===== config.mk =====
export PLATFORM = sky130hd
export DESIGN_NAME = apb_arbiter2_flat
export DESIGN_NICKNAME = d
export VERILOG_FILES = /design/src/rtl/apb_arbiter2_if.sv /design/src/rtl/apb_arbiter2.sv /design/src/flat_wrapper.sv
export SDC_FILE = /design/constraint.sdc
export NUM_CORES = 1
export LEC_CHECK = 0
export BUFFER_PORTS_ARGS = -buffer_cell sky130_fd_sc_hd__buf_2
export CAP_MARGIN = 20
export CORE_AREA = 2 2 123 125
export CTS_CLUSTER_DIAMETER = 60
export DETAILED_ROUTE_END_ITERATION = 8
export DIE_AREA = 0 0 125 127
export GPL_TIMING_DRIVEN = 0
export PLACE_DENSITY_LB_ADDON = 0.08
export SLEW_MARGIN = 20
export SYNTH_ARGS = -nofsm -noshare
export SYNTH_HDL_FRONTEND = slang
export SYNTH_SLANG_ARGS = --single-unit

===== constraint.sdc =====
create_clock -name clk -period 2.5 [get_ports clk]
set_input_delay 0.125 -clock clk [delete_from_list [all_inputs] [get_ports clk]]
set_output_delay 0.125 -clock clk [all_outputs]
set_load 0.03 [all_outputs]

===== src/rtl/apb_arbiter2_if.sv =====
// APB bus bundle shared by both masters and the slave side of apb_arbiter2.
// The master modport drives the request; the slave modport answers it.
`timescale 1ns/1ps

interface apb_arbiter2_if #(
    parameter int ADDR_WIDTH = 32,
    parameter int DATA_WIDTH = 32
);
    logic [ADDR_WIDTH-1:0]   paddr;
    logic [DATA_WIDTH-1:0]   pdata;
    logic                    psel;
    logic                    penable;
    logic                    pwrite;
    logic [DATA_WIDTH/8-1:0] pstb;
    logic [DATA_WIDTH-1:0]   prdata;
    logic                    pready;
    logic                    perr;

    modport master (
        output paddr, pdata, psel, penable, pwrite, pstb,
        input  prdata, pready, perr
    );

    modport slave (
        input  paddr, pdata, psel, penable, pwrite, pstb,
        output prdata, pready, perr
    );
endinterface


===== src/rtl/apb_arbiter2.sv =====
// Two-master / one-slave APB arbiter with round-robin grant and registered slave request.
// Optional access-phase watchdog enabled by defining APB_ARB_TIMEOUT_EN.
`timescale 1ns/1ps

module apb_arbiter2 #(
    parameter int ADDR_WIDTH = 32,
    parameter int DATA_WIDTH = 32,
    parameter int TIMEOUT    = 255
) (
    input  logic           clk,
    input  logic           rts_n,
    apb_arbiter2_if.slave  m0,
    apb_arbiter2_if.slave  m1,
    apb_arbiter2_if.master s
);
    localparam int STB_WIDTH = DATA_WIDTH / 8;

    typedef enum logic [1:0] {
        ST_IDLE   = 2'd0,
        ST_SETUP  = 2'd1,
        ST_ACCESS = 2'd2
    } state_t;

    if (TIMEOUT < 1) begin : g_timeout_range
        $error("apb_arbiter2: TIMEOUT must be at least 1");
    end

    state_t                state_q;
    logic                  grant_q;
    logic                  last_q;
    logic [ADDR_WIDTH-1:0] paddr_q;
    logic [DATA_WIDTH-1:0] pdata_q;
    logic                  pwrite_q;
    logic [STB_WIDTH-1:0]  pstb_q;
    logic                  psel_q;
    logic                  penable_q;

    logic [1:0] req;
    logic       winner;
    logic       in_access;
    logic       slave_done;
    logic       tmo_hit;
    logic       finish;
    logic       xfer_err;

    assign req    = {m1.psel, m0.psel};
    // On a tie the master that did not finish last goes next.
    assign winner = (req == 2'b11) ? ~last_q : req[1];

    assign in_access  = (state_q == ST_ACCESS);
    assign slave_done = in_access && s.pready;

`ifdef APB_ARB_TIMEOUT_EN
    localparam int CNT_W = $clog2(TIMEOUT + 1);
    logic [CNT_W-1:0] tmo_cnt_q;
    assign tmo_hit = in_access && !s.pready && (tmo_cnt_q == CNT_W'(TIMEOUT));
`else
    assign tmo_hit = 1'b0;
`endif

    assign finish   = slave_done || tmo_hit;
    // A forced completion is always an error; a real one reports the slave's verdict.
    assign xfer_err = slave_done ? s.perr : 1'b1;

    assign m0.pready = finish && !grant_q && m0.psel && m0.penable;
    assign m1.pready = finish &&  grant_q && m1.psel && m1.penable;
    assign m0.perr   = m0.pready && xfer_err;
    assign m1.perr   = m1.pready && xfer_err;
    assign m0.prdata = s.prdata;
    assign m1.prdata = s.prdata;

    assign s.paddr   = paddr_q;
    assign s.pdata   = pdata_q;
    assign s.pwrite  = pwrite_q;
    assign s.pstb    = pstb_q;
    assign s.psel    = psel_q;
    assign s.penable = penable_q;

    always_ff @(posedge clk or negedge rts_n) begin
        if (!rts_n) begin
            state_q   <= ST_IDLE;
            grant_q   <= 1'b0;
            last_q    <= 1'b1;
            paddr_q   <= '0;
            pdata_q   <= '0;
            pwrite_q  <= 1'b0;
            pstb_q    <= '0;
            psel_q    <= 1'b0;
            penable_q <= 1'b0;
`ifdef APB_ARB_TIMEOUT_EN
            tmo_cnt_q <= '0;
`endif
        end else begin
            case (state_q)
                ST_IDLE: begin
                    if (|req) begin
                        grant_q  <= winner;
                        paddr_q  <= winner ? m1.paddr  : m0.paddr;
                        pdata_q  <= winner ? m1.pdata  : m0.pdata;
                        pwrite_q <= winner ? m1.pwrite : m0.pwrite;
                        pstb_q   <= winner ? m1.pstb   : m0.pstb;
                        psel_q   <= 1'b1;
                        state_q  <= ST_SETUP;
                    end
                end
                ST_SETUP: begin
                    penable_q <= 1'b1;
                    state_q   <= ST_ACCESS;
`ifdef APB_ARB_TIMEOUT_EN
                    tmo_cnt_q <= '0;
`endif
                end
                ST_ACCESS: begin
                    if (finish) begin
                        last_q    <= grant_q;
                        psel_q    <= 1'b0;
                        penable_q <= 1'b0;
                        state_q   <= ST_IDLE;
                    end
`ifdef APB_ARB_TIMEOUT_EN
                    else begin
                        tmo_cnt_q <= tmo_cnt_q + CNT_W'(1);
                    end
`endif
                end
                default: begin
                    psel_q    <= 1'b0;
                    penable_q <= 1'b0;
                    state_q   <= ST_IDLE;
                end
            endcase
        end
    end
endmodule


===== src/flat_wrapper.sv =====
// flat-port wrapper written by rule: the top's interface ports become plain ports
module apb_arbiter2_flat 
#(
    parameter int ADDR_WIDTH = 32,
    parameter int DATA_WIDTH = 32,
    parameter int TIMEOUT    = 255
)
  (clk, rts_n, m0_paddr, m0_pdata, m0_psel, m0_penable, m0_pwrite, m0_pstb, m0_prdata, m0_pready, m0_perr, m1_paddr, m1_pdata, m1_psel, m1_penable, m1_pwrite, m1_pstb, m1_prdata, m1_pready, m1_perr, s_paddr, s_pdata, s_psel, s_penable, s_pwrite, s_pstb, s_prdata, s_pready, s_perr);
  apb_arbiter2_if #(.ADDR_WIDTH(ADDR_WIDTH), .DATA_WIDTH(DATA_WIDTH)) m0_i ();
  apb_arbiter2_if #(.ADDR_WIDTH(ADDR_WIDTH), .DATA_WIDTH(DATA_WIDTH)) m1_i ();
  apb_arbiter2_if #(.ADDR_WIDTH(ADDR_WIDTH), .DATA_WIDTH(DATA_WIDTH)) s_i ();
  input  logic clk;
  input  logic rts_n;
  input wire logic [$bits(m0_i.paddr)-1:0] m0_paddr;
  input wire logic [$bits(m0_i.pdata)-1:0] m0_pdata;
  input wire logic [$bits(m0_i.psel)-1:0] m0_psel;
  input wire logic [$bits(m0_i.penable)-1:0] m0_penable;
  input wire logic [$bits(m0_i.pwrite)-1:0] m0_pwrite;
  input wire logic [$bits(m0_i.pstb)-1:0] m0_pstb;
  output wire logic [$bits(m0_i.prdata)-1:0] m0_prdata;
  output wire logic [$bits(m0_i.pready)-1:0] m0_pready;
  output wire logic [$bits(m0_i.perr)-1:0] m0_perr;
  input wire logic [$bits(m1_i.paddr)-1:0] m1_paddr;
  input wire logic [$bits(m1_i.pdata)-1:0] m1_pdata;
  input wire logic [$bits(m1_i.psel)-1:0] m1_psel;
  input wire logic [$bits(m1_i.penable)-1:0] m1_penable;
  input wire logic [$bits(m1_i.pwrite)-1:0] m1_pwrite;
  input wire logic [$bits(m1_i.pstb)-1:0] m1_pstb;
  output wire logic [$bits(m1_i.prdata)-1:0] m1_prdata;
  output wire logic [$bits(m1_i.pready)-1:0] m1_pready;
  output wire logic [$bits(m1_i.perr)-1:0] m1_perr;
  output wire logic [$bits(s_i.paddr)-1:0] s_paddr;
  output wire logic [$bits(s_i.pdata)-1:0] s_pdata;
  output wire logic [$bits(s_i.psel)-1:0] s_psel;
  output wire logic [$bits(s_i.penable)-1:0] s_penable;
  output wire logic [$bits(s_i.pwrite)-1:0] s_pwrite;
  output wire logic [$bits(s_i.pstb)-1:0] s_pstb;
  input wire logic [$bits(s_i.prdata)-1:0] s_prdata;
  input wire logic [$bits(s_i.pready)-1:0] s_pready;
  input wire logic [$bits(s_i.perr)-1:0] s_perr;
  assign m0_i.paddr = m0_paddr;
  assign m0_i.pdata = m0_pdata;
  assign m0_i.psel = m0_psel;
  assign m0_i.penable = m0_penable;
  assign m0_i.pwrite = m0_pwrite;
  assign m0_i.pstb = m0_pstb;
  assign m0_prdata = m0_i.prdata;
  assign m0_pready = m0_i.pready;
  assign m0_perr = m0_i.perr;
  assign m1_i.paddr = m1_paddr;
  assign m1_i.pdata = m1_pdata;
  assign m1_i.psel = m1_psel;
  assign m1_i.penable = m1_penable;
  assign m1_i.pwrite = m1_pwrite;
  assign m1_i.pstb = m1_pstb;
  assign m1_prdata = m1_i.prdata;
  assign m1_pready = m1_i.pready;
  assign m1_perr = m1_i.perr;
  assign s_paddr = s_i.paddr;
  assign s_pdata = s_i.pdata;
  assign s_psel = s_i.psel;
  assign s_penable = s_i.penable;
  assign s_pwrite = s_i.pwrite;
  assign s_pstb = s_i.pstb;
  assign s_i.prdata = s_prdata;
  assign s_i.pready = s_pready;
  assign s_i.perr = s_perr;
  apb_arbiter2 #(.ADDR_WIDTH(ADDR_WIDTH), .DATA_WIDTH(DATA_WIDTH), .TIMEOUT(TIMEOUT)) u_core (.clk(clk), .rts_n(rts_n), .m0(m0_i), .m1(m1_i), .s(s_i));
endmodule

==> out/qor.yml <==
ys_async_sr_fraction_pct: 100
cts_buffer_depth: 2
die_area_um2: 15900
final_util_pct: 44.2
cts_root_buffer: "clkbuf_16"
cpPeakStageDelay_ns: 0.58
switchingPower_uw: 3030
maxSlewHeadroom_pct: 57.5
htree_levels: 3
clk-insertion-delay-late_ns: 0.33
worst_slew_pin_slew_ns: 0.635
layout_min_cycle_time_ns: 1.88
whs_path_depth: 3
drive_gt1_share_pct: 84.3
hold_path.class: "in -> reg"
tns_ns: 0
io_pins: 317
worstSetupStartpointType: "flop"
synthFlopType: "dfrtp_1"
sw_frac_of_total_pct: 42.0
fin_skew_ns: 0.00375
vdd_drop_max_mv: 0.453
crit_type: "reg -> reg"
yosysTopAreaCell: "dfrtp_1"
grt_antenna_before_repair: 1
synthesis.area_um2: 4420
clk_pin_slew_ns: 0.06
clockPowerShare_pct: 16.5
r2r_cells: 3
syn2layout_area_growth_pct: 44.4
dr.pass1.iters: 4
synth_area_leaders: "dfrtp_1 42%, mux2_4 23%, mux2_2 18%"
cts_setup_buffers: 0
crit_arrival_ns: 2.09
wl_per_cell_um: 13.8
slew_violations: 0
yosysTopAreaCellShare_pct: 41.9
coreArea_um2: 14400
routabilityCongestion: 0.726
crit_fanout: 10
critPathSlowestCell: "nor3_2"
avgSynthCellArea_um2: 14.2
power_frac_seq_pct: 29.8
internal_power_uw: 4180
finalNetCount: 786
status: "complete, no violations"
required_ns: 2.71
start_util_pct: 30.6
ant_nets: 0
synth_cell_type_count: 22
grt_pass1_vias: 3507
fmax_ghz: 0.532
die_h_um: 127
drt_wl_total_um: 11000
die_x_um: 125
finalCritPeriodShare_pct: 75.2
synth_edf_count: 0
power_density_nw_per_um2: 1130
synthCells: 311
numCtsBuffers: 9
rsz0062_at_grt: "false"
worst_setup_path_end_kind: "flop"
grt_max_degree: 42
path_depth: 3
yosysWarnings: 0
leakage_uw: 0.00343
syn_nets: 489
setup_violations: 0
cts_tree: "done"
io_buffers: 284
rows: 44
dpl.hpwl_um: 8870
critPathBufInv: 1
ys_ff_latch: 75
routed_via_density: 4.16
synth_most_common_cell: "dfrtp_1"
yosysSeqAreaShare_pct: 42.5
via_count: 3318
clock_sinks: 75
path_cells: "nor3_2 -> buf_2 -> mux2_2"
drc: 0
hold_viol_final: 0
drtIter0Drc: 70
cap_viol_max_count: 0
grt-ovfl-total: 0
track_usage_pct: 13.7
grt_pass1_wl_um: 17200
yosys-top-cells-count: "74 x dfrtp_1, 69 x mux2_2, 69 x mux2_4"
critPathTopFamily: "simple AND/OR/NAND/NOR gates"
comb_power_share_pct: 53.6
## registers in the layout, summed over array words and instances (netlist names)
register / cells
u_core.s.paddr: 32
u_core.s.pdata: 32
u_core.s.pstb: 4
u_core.state_q: 2
u_core.grant_q: 1
u_core.last_q: 1
u_core.s.penable: 1
u_core.s.psel: 1
u_core.s.pwrite: 1
## layout by cell type, fill, tap and decap left out
cell	instances
buf_2	290
nand2b_1	1
dlygate4sd3_1	1
clkinv_2	2
buf_6	8
mux2_4	69
nand3_1	1
mux2_2	69
o21ai_0	2
nor3_2	1
nor3_1	1
nand2_1	2
mux2i_1	1
a21o_1	1
o21a_1	1
clkbuf_1	3
nor2_1	2
nand3b_1	1
buf_4	65
dfstp_2	1
clkbuf_8	2
clkbuf_16	9
o32ai_1	1
dfrtp_1	74
inv_1	1
and2_1	2
a21bo_1	1
diode_2	1
buf_12	1
## cells by family (layout without fill, tap and decap cells)
logic type | count (synthesis) | in the layout | share of synthesized area [%]
mux | 139 | 139 | 41.3
buf+inv | 80 | 382 | 13.8
other cells | 0 | 1 | 0
simple gates | 11 | 11 | 1.39
compound gates | 6 | 6 | 0.992
flops | 75 | 75 | 42.5
## tightest hold or removal path, delay by kind of cell
kind	cells	cell delay (ns)
muxes	1	0.06
and+or+nand+nor	1	0.09
buffers and inverters	1	0.09
## per-stage QoR
stage,std cells,instance area [µm²],hold WS [ns],total power [µW],worst slack (ns)
after detailed placement,780,6090,0.119,6120,0.499
after global routing,798,6380,0.0748,7650,0.416
after floorplan,311,4420,-0.171,4960,0.591
final,798,6380,0.0701,7210,0.619
after global placement,779,6070,0.414,6070,0.522
after CTS,797,6370,0.0487,7370,0.477
## cell type report
type	instances	area, µm²
well taps	184	230
multi-input cells	156	1930
plain buffers	79	606
inverters	1	3.75
fillers	1414	8050
clock buffers	14	264
flip-flops and latches	75	1880
clock inverters	2	10.0
diodes	1	2.50
repair buffers	286	1450
## per-layer routing
layer | GRT usage [%] | vias up | part of all wire, %
met3 | 4.98 | 14 | 9.2
met2 | 25.0 | 175 | 53
met5 | 0 | - | 0
met4 | 4.77 | 0 | 1.6
li1 | - | 1615 | -
met1 | 14.6 | 1514 | 37
## power by group through the flow
stage / Clock, µW / Sequential (µW) / Combinational [µW]
floorplan: 0 / 3360 / 1600
global placement: 0 / 2150 / 3910
detailed placement: 0 / 2170 / 3940
CTS: 1250 / 2170 / 3950
global route: 1310 / 2240 / 4100
finish: 1190 / 2150 / 3860
## repair_timing
action | in CTS | in global routing
hold endpoints to repair | 33 | 0
endpoints found under the setup margin | 0 | 0
hold buffers | 1 | 0
resized for setup | 0 | 0
## final timing paths
| path | start | endpoint | slack [ns] |
|---|---|---|---|
| max in group asynchronous | rts_n | u_core.s.pstb[2] | 1.63 |
| worst min-delay path | s_pready | u_core.state_q[1] | 0.07 |
| worst min register to register | u_core.last_q | u_core.last_q | 0.48 |
| worst max-delay path | u_core.state_q[0] | u_core.s.pdata[24] | 0.62 |
| worst max register to register | u_core.state_q[0] | u_core.s.pdata[24] | 0.62 |
| min in group asynchronous | rts_n | u_core.s.paddr[27] | 0.29 |
Power figures use the tool's default switching activity.
